**src/rtl/hatch_ctrl.sv**
```systemverilog
// Egg-hatching stage sequencer with debounced setpoint keys; drives the LED display stage.
// Latency: run -> st/IDLE in 3 edges; key rise -> tmp_val in 2+DEB_TICKS+1 edges; temp one edge later.
// Backpressure: none; outputs free-run, stage advance stalls while the setpoint is out of band.

module hatch_ctrl_deb #(
  parameter int DEB_TICKS = 20
) (
  input  logic clk,
  input  logic rst,
  input  logic i_raw,
  output logic o_press
);
  localparam int CW = $clog2(DEB_TICKS + 1);

  logic          r_s1;
  logic          r_s2;
  logic          r_acc;
  logic          r_acc_q;
  logic [CW-1:0] r_cnt;

  // Two-flop synchroniser for the raw, asynchronous key level
  always_ff @(posedge clk or posedge rst) begin
    if (rst) begin
      r_s1 <= 1'b0;
      r_s2 <= 1'b0;
    end else begin
      r_s1 <= i_raw;
      r_s2 <= r_s1;
    end
  end

  // Accept a new level only after DEB_TICKS consecutive samples disagreeing with the old one
  always_ff @(posedge clk or posedge rst) begin
    if (rst) begin
      r_cnt   <= '0;
      r_acc   <= 1'b0;
      r_acc_q <= 1'b0;
    end else begin
      r_acc_q <= r_acc;
      if (r_s2 == r_acc) begin
        r_cnt <= '0;
      end else if (r_cnt == CW'(DEB_TICKS - 1)) begin
        r_acc <= r_s2;
        r_cnt <= '0;
      end else begin
        r_cnt <= r_cnt + 1'b1;
      end
    end
  end

  // One-cycle pulse on the rising edge of the accepted level
  assign o_press = r_acc & ~r_acc_q;
endmodule

module hatch_ctrl #(
  parameter int TICKS_PER_SEC = 1000,
  parameter int STAGE_SEC     = 2,
  parameter int DEB_TICKS     = 20,
  parameter int TEMP_INIT     = 37,
  parameter int TEMP_LO       = 36,
  parameter int TEMP_HI       = 38,
  parameter int TEMP_MIN      = 30,
  parameter int TEMP_MAX      = 45
) (
  input  logic       clk,
  input  logic       rst,
  input  logic       run,
  input  logic       key_up,
  input  logic       key_dn,
  output logic [3:0] num,
  output logic       temp,
  output logic       st,
  output logic [5:0] tmp_val,
  output logic       done
);
  localparam int PW = (TICKS_PER_SEC > 1) ? $clog2(TICKS_PER_SEC) : 1;
  localparam int SW = (STAGE_SEC > 1) ? $clog2(STAGE_SEC) : 1;
  localparam logic [3:0] NUM_LAST = 4'd11;

  typedef enum logic [1:0] {S_IDLE, S_RUN, S_PAUSE, S_DONE} state_t;

  state_t        r_state;
  logic          r_run_s1;
  logic          r_run_s2;
  logic [3:0]    r_num;
  logic          r_st;
  logic          r_done;
  logic          r_temp;
  logic [5:0]    r_tmp;
  logic [PW-1:0] r_presc;
  logic [SW-1:0] r_sec;

  logic w_up_press;
  logic w_dn_press;
  logic w_cnt_en;
  logic w_presc_max;
  logic w_sec_max;
  logic w_step;

  hatch_ctrl_deb #(.DEB_TICKS(DEB_TICKS)) u_deb_up (
    .clk     (clk),
    .rst     (rst),
    .i_raw   (key_up),
    .o_press (w_up_press)
  );

  hatch_ctrl_deb #(.DEB_TICKS(DEB_TICKS)) u_deb_dn (
    .clk     (clk),
    .rst     (rst),
    .i_raw   (key_dn),
    .o_press (w_dn_press)
  );

  // Two-flop synchroniser for the operator run switch
  always_ff @(posedge clk or posedge rst) begin
    if (rst) begin
      r_run_s1 <= 1'b0;
      r_run_s2 <= 1'b0;
    end else begin
      r_run_s1 <= run;
      r_run_s2 <= r_run_s1;
    end
  end

  // Setpoint: saturating +/-1 per press; simultaneous presses cancel
  always_ff @(posedge clk or posedge rst) begin
    if (rst) begin
      r_tmp <= 6'(TEMP_INIT);
    end else if (w_up_press && !w_dn_press && (r_tmp < 6'(TEMP_MAX))) begin
      r_tmp <= r_tmp + 6'd1;
    end else if (w_dn_press && !w_up_press && (r_tmp > 6'(TEMP_MIN))) begin
      r_tmp <= r_tmp - 6'd1;
    end
  end

  // Out-of-band flag, registered from the current setpoint
  always_ff @(posedge clk or posedge rst) begin
    if (rst) begin
      r_temp <= 1'b0;
    end else begin
      r_temp <= (r_tmp < 6'(TEMP_LO)) || (r_tmp > 6'(TEMP_HI));
    end
  end

  // Count on every edge whose next state is RUN with the band OK. Counting on the
  // PAUSE->RUN edge makes a fault delay the next step by exactly its temp-high cycles.
  assign w_cnt_en    = !r_temp && (r_num != NUM_LAST) &&
                       ((r_state == S_RUN) || (r_state == S_PAUSE));
  assign w_presc_max = (r_presc == PW'(TICKS_PER_SEC - 1));
  assign w_sec_max   = (r_sec == SW'(STAGE_SEC - 1));
  assign w_step      = w_cnt_en && w_presc_max && w_sec_max;

  // Prescaler and seconds counter: frozen outside counting, cleared while run is low
  always_ff @(posedge clk or posedge rst) begin
    if (rst) begin
      r_presc <= '0;
      r_sec   <= '0;
    end else if (!r_run_s2) begin
      r_presc <= '0;
      r_sec   <= '0;
    end else if (w_cnt_en) begin
      if (w_presc_max) begin
        r_presc <= '0;
        r_sec   <= w_sec_max ? '0 : r_sec + 1'b1;
      end else begin
        r_presc <= r_presc + 1'b1;
      end
    end
  end

  // Sequencer FSM with registered stage/enable/done outputs; run low wins over everything
  always_ff @(posedge clk or posedge rst) begin
    if (rst) begin
      r_state <= S_IDLE;
      r_num   <= 4'd0;
      r_st    <= 1'b0;
      r_done  <= 1'b0;
    end else if (!r_run_s2) begin
      r_state <= S_IDLE;
      r_num   <= 4'd0;
      r_st    <= 1'b0;
      r_done  <= 1'b0;
    end else begin
      case (r_state)
        S_IDLE: begin
          r_state <= S_RUN;
          r_st    <= 1'b1;
        end
        S_RUN: begin
          if (r_num == NUM_LAST) begin
            r_state <= S_DONE;
            r_done  <= 1'b1;
          end else if (r_temp) begin
            r_state <= S_PAUSE;
          end else if (w_step) begin
            r_num <= r_num + 4'd1;
          end
        end
        S_PAUSE: begin
          if (!r_temp) begin
            r_state <= S_RUN;
            if (w_step) begin
              r_num <= r_num + 4'd1;
            end
          end
        end
        S_DONE: begin
          r_done <= 1'b1;
        end
        default: begin
          r_state <= S_IDLE;
        end
      endcase
    end
  end

  assign num     = r_num;
  assign st      = r_st;
  assign done    = r_done;
  assign temp    = r_temp;
  assign tmp_val = r_tmp;
endmodule

```
**config.mk**
```make
export PLATFORM = sky130hd
export DESIGN_NAME = hatch_ctrl
export DESIGN_NICKNAME = d
export VERILOG_FILES = /design/src/rtl/hatch_ctrl.sv
export SDC_FILE = /design/constraint.sdc
export NUM_CORES = 1
export LEC_CHECK = 0
export BUFFER_PORTS_ARGS = -buffer_cell sky130_fd_sc_hd__buf_2
export CAP_MARGIN = 20
export CORE_MARGIN = 10
export CORE_UTILIZATION = 45
export DETAILED_ROUTE_END_ITERATION = 12
export HOLD_SLACK_MARGIN = 0.05
export PLACE_DENSITY = 0.7
export SYNTH_ARGS = -nofsm -noshare
export SYNTH_HDL_FRONTEND = slang
export SYNTH_SLANG_ARGS = --single-unit
export TNS_END_PERCENT = 1
```
**constraint.sdc**
```tcl
create_clock -name clk -period 2.2 [get_ports clk]
set_input_delay 0.66 -clock clk [delete_from_list [all_inputs] [get_ports clk]]
set_output_delay 0.66 -clock clk [all_outputs]
set_load 0.005 [all_outputs]
```
== Word-level counts from Yosys, hierarchy flattened ==
Cells that the tools add are included.

* Logic and storage cells: 106
* Flip-flop bits (word level): 46

* Reductions and logical operators: 21
* Order comparisons: 4
* Bitwise logic cells: 6
* Mux-type cells: 28
* Add/subtract/negate cells: 7
* Equality and inequality tests: 20

{| class="wikitable"
|+ Operators with widths
! operator !! number
|-
| 2-to-1 mux 10 bit || 3
|-
| 2-to-1 mux 5 bit || 4
|-
| 2-to-1 mux 4 bit || 4
|-
| less-than comparator 6 bit (second input constant) || 2
|-
| 2-to-1 mux 6 bit || 2
|-
| adder 10 x 1 -> 10 bit (second input constant) || 1
|-
| adder 5 x 1 -> 5 bit (second input constant) || 2
|-
| equality test 10 bit (second input constant) || 1
|-
| equality test 5 bit (second input constant) || 2
|-
| AND reduction 2 bit || 5
|-
| logical AND 1 bit || 8
|-
| 2-to-1 mux 1 bit || 8
|-
| 2-to-1 mux 2 bit || 4
|-
| case mux 4 bit (2 select lines) || 1
|-
| adder 6 x 1 -> 6 bit (second input constant) || 1
|-
| greater-than comparator 6 x 5 -> 1 bit (second input constant) || 1
|-
| greater-than comparator 6 bit (second input constant) || 1
|-
| != test 2 x 1 -> 1 bit (second input constant) || 3
|-
| != test 3 x 1 -> 1 bit (second input constant) || 2
|-
| != test 3 bit (second input constant) || 2
|-
| case mux 2 bit (3 select lines) || 1
|-
| subtractor 6 x 1 -> 6 bit (second input constant) || 1
|-
| adder 4 x 1 -> 4 bit (second input constant) || 1
|-
| equality test 2 bit (second input constant) || 2
|-
| other kinds (16) || 24
|}

== Depth between registers and ports, before layout ==
Gate-level depths: netlist of run 1.

* Depth in word-level cells: 10
* Depth in mapped cells: 10

== By module ==
A second synthesis of run 1 with hierarchy kept.

* Cells, all modules: 219
* Area, all modules: 2324.7 sq um

{| class="wikitable"
|+ By module, submodules not included
! module !! instances !! cells an instance !! area each (sq um)
|-
| hatch_ctrl || 1 || 165 || 1616.6
|-
| hatch_ctrl_deb || 2 || 27 || 354.1
|}

== Worst setup path before layout of run 1 ==
No wires, ideal clock.

* Path type: flip-flop to flip-flop
* Start point: reg r_tmp[2], in the netlist tmp_val[2]
* End point: reg r_tmp[4], in the netlist tmp_val[4]
* Arrival: 2007 ps
* Slack: 69 ps
* Data required time: 2075 ps
* Library setup time: 125 ps
* Cell stages (with the launch flop): 11
* Period minus slack after synthesis: 2131 ps
* Path through: dfstp_2 > o211a_1 > o21ai_0 > nand2_1 > inv_1 > fa_1 > inv_1 > a21o_1 > a21oi_1 > xnor2_1 > mux2_2

* Cells in the longest elaborated chain, start to end: 3

{| class="wikitable"
|+ RTL lines
! what !! line !! source
|-
| start, declared || 89 || <nowiki>logic [5:0] r_tmp;</nowiki>
|-
| start signal, assigned || 128 || <nowiki>r_tmp <= 6'(TEMP_INIT);</nowiki>
|-
| start signal, assigned || 130 || <nowiki>r_tmp <= r_tmp + 6'd1;</nowiki>
|-
| start signal, assigned || 132 || <nowiki>r_tmp <= r_tmp - 6'd1;</nowiki>
|-
| subtractor 6 x 1 -> 6 bit (tied with other cells) || 132 ||
|-
| 2-to-1 mux 6 bit (tied with other cells) || 131 || <nowiki>end else if (w_dn_press && !w_up_press && (r_tmp > 6'(TEMP_MIN))) begin</nowiki>
|-
| 2-to-1 mux 6 bit / nonzero test 2 bit (equally long branches) || n/a ||
|}

Several ways; a longest one is shown, not always the timed one. The select of a mux whose other input is x is not followed.
A chain may end at the register's enable or synchronous reset.

== Final worst setup path of run 1 ==
* Start point: reg r_tmp[1], in the netlist tmp_val[1]
* End point: reg r_tmp[5], in the netlist tmp_val[5]

The elaborated chain is that of the path after synthesis.

==> results of run 1 <==
-- registers in the layout, indices dropped and copies added, names as in the netlist, 2 cells and up --
name            flops
r_presc            10
tmp_val             6
num                 4
u_deb_up.r_cnt      5
r_state             2
u_deb_dn.r_cnt      5
-- cell type report --
cell class	count	share of cell area, %
clock buffers	6	3.14
clock inverters	2	2.28
inverters	13	1.85
multi-input cells	150	39.6
flip-flops and latches	46	43.9
well taps	67	3.19
repair buffers	27	6.09
-- kinds of logic (layout without fill, tap and decap cells) --
family / after synthesis / in the layout / synth area share (%)
simple gates: 83 / 83 / 18.2
flops: 46 / 46 / 51.7
compound gates: 23 / 23 / 6.78
xor+xnor: 21 / 21 / 8.24
buf+inv: 14 / 48 / 2.69
fa+ha+maj: 13 / 13 / 7.62
mux: 10 / 10 / 4.76
-- power groups by stage --
stage	clock, uW	combinational, uW	sequential [uW]
floorplan	0	144	927
global placement	0	194	930
detailed placement	0	201	930
CTS	779	202	914
global route	821	227	920
finish	755	198	913
-- worst paths after layout --
path | startpoint | to | slack (ns) | depth (start not counted)
worst max-delay path | tmp_val[1] | tmp_val[5] | 0.16 | 9
worst min-delay path | r_run_s1 | r_run_s2 | 0.35 | 0
worst max register to register | tmp_val[1] | tmp_val[5] | 0.16 | 9
worst min register to register | r_run_s1 | r_run_s2 | 0.35 | 0
max in group asynchronous | rst | tmp_val[0] | 1.33 | 3
min in group asynchronous | rst | u_deb_dn.r_cnt[2] | 0.49 | 3
-- worst register-to-register path, cell delays in order, from the launching register on --
cell	delay [ns]
dfrtp_1	0.38
o211a_1	0.23
o21ai_2	0.13
nand2_2	0.12
ha_1	0.33
a21oi_1	0.16
nand2_1	0.13
a31oi_4	0.19
mux2i_1	0.22
mux2i_1	0.09
-- through the flow --
stage / instances / utilization, %
after CTS: 311 / 55.2
after floorplan: 210 / -
after detailed placement: 301 / 51.5
final: 311 / 55.3
after global placement: 301 / 51.5
after global routing: 311 / 55.3
-- cell usage after synthesis (all sizes together), types with 2 or more instances --
cell type,instances
inv,12
a21oi,6
dfrtp,43
nand2,16
o211a,2
nand3,13
nand4,4
mux2i,5
ha,12
nor2b,2
nor3,5
mux2,5
xnor2,6
nand2b,5
and3,2
dfstp,3
nor2,30
a21o,2
or3,2
xor2,15
o21ai,6
-- per-layer routing --
layer  global-route usage [%]  share of wire (%)
met5                        0                  0
met4                     3.85                1.2
met3                     3.91                5.4
met2                     16.6                 47
met1                     12.1                 46
-- repair_timing --
action / in CTS / in global routing
pin swaps: 1 / 2
endpoints found under the setup margin: 2 / 3
hold buffers: 0 / 0
cloned: 0 / 0
buffers inserted: 2 / 0
resized for setup: 2 / 4
==> results_dict.tcl, run 1 <==
set metrics [dict create \
    first_pass_iters 4 \
    peakVddDrop_mv 0.499 \
    synth_seq_area_share_pct 51.7 \
    critPathTopFamily "compound AO/OA/AOI/OAI gates" \
    insertion_delay_ns 0.29 \
    cp-end-kind "flip-flop" \
    ios 18 \
    yosys_warnings 0 \
    maxSlewHeadroom_pct 63.6 \
    synth-edff-count 0 \
    switching_power_uw 416 \
    routed_via_density 5.04 \
    numCtsBuffers 5 \
    clkTransAtPathRegs_ns 0.08 \
    synthesis.nets 228 \
    yosysTopAreaCell "dfrtp_1" \
    setup_ws_ns 0.157 \
    postLayoutCellArea_um2 2630 \
    finish.net_count 261 \
    io_buffers 17 \
    power_frac_comb_pct 10.6 \
    fmax_mhz 489 \
    outcome "finished clean" \
    pwr_density_cell_nw_per_um2 709 \
    routedWlPerCell_um 12.8 \
    hold_ws_ns 0.353 \
    slew_viol_final 0 \
    clockPowerShare_pct 40.4 \
    grt_pass1_vias 1615 \
    startpoint_type "flip-flop" \
    synth.cell_area_um2 2230 \
    maxCapViolCount 0 \
    h-tree-depth 2 \
    gp_congestion 0.994 \
    start_util_pct 46.9 \
    worstSetupPathType "flip-flop to flip-flop" \
    postSynthAreaPerCell_um2 10.6 \
    crit_path_frequent_cell "mux2i_1" \
    rsz0062_at_grt "false" \
    cts_tree "yes" \
    drtAntennaViolNets 0 \
    grt_util_all_layers_pct 10.3 \
    p_leak_uw 0.00130 \
    clockBufferDepth 2 \
    yosys.cell_types.count 38 \
    cp.arrival_ns 2.27 \
    netlist_instances 210 \
    path_buf_inv 0 \
    core_area_um2 4750 \
    ys_ff_latch 46 \
    regArea_um2 1150 \
    max_stage_delay_ns 0.38 \
    yosysTopAreaCellShare_pct 48.2 \
    path_cells "o211a_1 > o21ai_2 > nand2_2 > ha_1 > a21oi_1 > nand2_1 > a31oi_4 > mux2i_1 > mux2i_1" \
    ys.flop_type "dfrtp_1" \
    num_rows 25 \
    diodes 0 \
    grt-ovfl-total 0 \
    min_period_over_period_pct 92.9 \
    die_y_um 90.4 \
    tns_ns 0 \
    mostFrequentLayoutCell "dfrtp_1" \
    p_total_uw 1870 \
    p_seq_share_pct 48.9 \
    layout_common_cells "dfrtp_1 (43), nor2_1 (30), buf_2 (17), xor2_1 (15), nand2_1 (14)" \
    sw_frac_of_total_pct 22.3 \
    crit_slowest_cell "dfrtp_1" \
    grt_pass1_wl_mm 7.08 \
    drc_errors 0 \
    tightest_slew_ns 0.547 \
    multi_input_area_um2 1040 \
    antenna_found_initial 0 \
    drive_above_1_share_pct 20.9 \
    dr_total_vias 1567 \
    cts_num_sinks 46 \
    hold_viol 0 \
    routed_wl_mm 3.99 \
    hp-class "flip-flop to flip-flop" \
    area_delta_synth_final_pct 17.9 \
    post-place-ws_ns -0.0355 \
    finalSetupViolCount 0 \
    dp_hpwl_mm 2.89 \
    worstPathMaxFanout 7 \
    grt_max_degree 47 \
    period_needed_ns 2.04 \
    synth_area_leaders "dfrtp_1 (48%), ha_1 (6.7%), xor2_1 (5.9%)" \
    postSynth.asyncResetShare_pct 100 \
    fillCellCount 442 \
    cts-root-buf "clkbuf_8" \
    internal-power_uw 1450 \
    drtIter0Drc 116 \
    required_ns 2.42 \
    finClkSkew_ns 0.00824 \
    dieArea_um2 8180 \
    die_w_um 90.4 \
    placed_cell_area_um2 2450 \
]
No activity file was read; power rests on OpenSTA's default activity.
==> run 2: changes to the inputs <==
--- a/config.mk
+++ b/config.mk
@@ -8,10 +8,10 @@
 export BUFFER_PORTS_ARGS = -buffer_cell sky130_fd_sc_hd__buf_2
 export CAP_MARGIN = 20
 export CORE_MARGIN = 10
-export CORE_UTILIZATION = 45
+export CORE_UTILIZATION = 30
 export DETAILED_ROUTE_END_ITERATION = 12
 export HOLD_SLACK_MARGIN = 0.05
-export PLACE_DENSITY = 0.7
+export PLACE_DENSITY = 0.52
 export SYNTH_ARGS = -nofsm -noshare
 export SYNTH_HDL_FRONTEND = slang
 export SYNTH_SLANG_ARGS = --single-unit
==> results_dict.tcl, run 2 (synthesis gave the netlist of run 1 again) <==
set metrics [dict create \
    sw_frac_of_total_pct 26.1 \
    insertion_delay_ns 0.30 \
    pwr_density_cell_nw_per_um2 622 \
    io_buffers 17 \
    placed_cell_area_um2 2520 \
    crit_slowest_cell "dfstp_2" \
    peakVddDrop_mv 0.185 \
    ios 18 \
    grt_max_degree 47 \
    top_layer "met4" \
    dp_hpwl_mm 3.01 \
    internal-power_uw 1220 \
    grt_pass1_wl_mm 7.16 \
    cts-root-buf "clkbuf_8" \
    multi_input_area_um2 1030 \
    postLayoutCellArea_um2 2650 \
    start_util_pct 30.8 \
    routed_via_density 4.54 \
    tns_ns 0 \
    drtIter0Drc 40 \
    clockPowerShare_pct 32.5 \
    worstPathMaxFanout 7 \
    maxSlewHeadroom_pct 74.4 \
    antenna_found_initial 0 \
    cp-end-kind "flip-flop" \
    gp_congestion 0.789 \
    outcome "finished clean" \
    dieArea_um2 11300 \
    cts_tree "yes" \
    rsz0062_at_grt "false" \
    grt_util_all_layers_pct 7.64 \
    clockBufferDepth 2 \
    tightest_slew_ns 0.384 \
    hold_ws_ns 0.358 \
    area_delta_synth_final_pct 18.8 \
    cts_num_sinks 46 \
    core_area_um2 7250 \
    path_cells "o211a_1 > o21ai_1 > nand2_2 > inv_1 > fa_1 > inv_1 > a21o_1 > a21oi_1 > xnor2_1 > mux2_2" \
    fillCellCount 745 \
    crit_path_frequent_cell "inv_1" \
    largest_register_ffs 10 \
    p_seq_share_pct 55.4 \
    required_ns 2.39 \
    drive_above_1_share_pct 21.1 \
    critPathTopFamily "flip-flops" \
    path_buf_inv 2 \
    regArea_um2 1150 \
    maxCapViolCount 0 \
    first_pass_iters 4 \
    finish.net_count 264 \
    num_rows 31 \
    diodes 0 \
    fmax_mhz 480 \
    wl_met1_mm 1.99 \
    drc_errors 0 \
    met2WireLength_mm 1.91 \
    h-tree-depth 2 \
    regMostFlops "r_presc" \
    layout_common_cells "dfrtp_1 (43), nor2_1 (30), buf_2 (17), xor2_1 (15), nand2_1 (14)" \
    routedWlPerCell_um 11.9 \
    startpoint_type "flip-flop" \
    p_total_uw 1650 \
    routed_wl_mm 4.13 \
    die_y_um 106 \
    dr_total_vias 1571 \
    drtAntennaViolNets 0 \
    finClkSkew_ns 0.00494 \
    grt_pass1_vias 1600 \
    grt-ovfl-total 0 \
    slew_viol_final 0 \
    max_stage_delay_ns 0.54 \
    die_w_um 106 \
    instances_no_fill 346 \
    period_needed_ns 2.08 \
    worstSetupPathType "flip-flop to flip-flop" \
    p_leak_uw 0.00129 \
    dp.cells 336 \
    switching_power_uw 430 \
    min_period_over_period_pct 94.6 \
    hp-class "flip-flop to flip-flop" \
    cp.arrival_ns 2.27 \
    numCtsBuffers 5 \
    finalSetupViolCount 0 \
    mostFrequentLayoutCell "dfrtp_1" \
    hold_viol 0 \
    clkTransAtPathRegs_ns 0.09 \
    power_frac_comb_pct 12.1 \
    met3_length_um 194 \
]
## run 2: worst paths after layout
kind / depth (start not counted) / slack (ns) / start / to
max: 10 / 0.12 / tmp_val[2] / tmp_val[4]
min in group asynchronous: 3 / 0.38 / rst / u_deb_up.r_cnt[3]
max reg2reg: 10 / 0.12 / tmp_val[2] / tmp_val[4]
min reg2reg: 0 / 0.36 / u_deb_up.r_s1 / u_deb_up.r_s2
min: 0 / 0.36 / u_deb_up.r_s1 / u_deb_up.r_s2
max in group asynchronous: 3 / 1.55 / rst / tmp_val[0]
## run 2: metrics by stage
stage	setup slack (ns)	utilization [%]
6_report	0.118	36.6
5_1_grt	0.0113	36.6
4_1_cts	0.0308	36.2
3_5_place_dp	-0.0541	34.8
3_3_place_gp	0.0503	34.8
2_1_floorplan	0.0687	-
## run 2: area by class of cell
cell class | count | area share [%]
clock inverter | 2 | 0.472
clock buffer | 6 | 3.11
multi-input combinational | 150 | 39.0
sequential | 46 | 43.5
timing repair buffer | 30 | 7.36
tap | 99 | 4.67
inverter | 13 | 1.84
## run 2: what timing repair did
item,4_1_cts,5_1_grt
pin swaps,0,1
setup endpoints to repair,1,2
resized for setup,2,2
hold buffers,0,0
setup buffers,0,2
## run 2: per-layer routing
metal / track usage [%] / vias to the layer above
li1: - / 781
met1: 9.03 / 761
met2: 12.3 / 23
met3: 2.90 / 6
met4: 2.90 / 0
met5: 0 / -
## run 2: power groups by stage
stage / clock (uW) / sequential [uW] / combinational, uW
finish: 536 / 914 / 200
global route: 591 / 920 / 234
CTS: 561 / 914 / 207
detailed placement: 0 / 931 / 205
global placement: 0 / 931 / 205
floorplan: 0 / 927 / 144
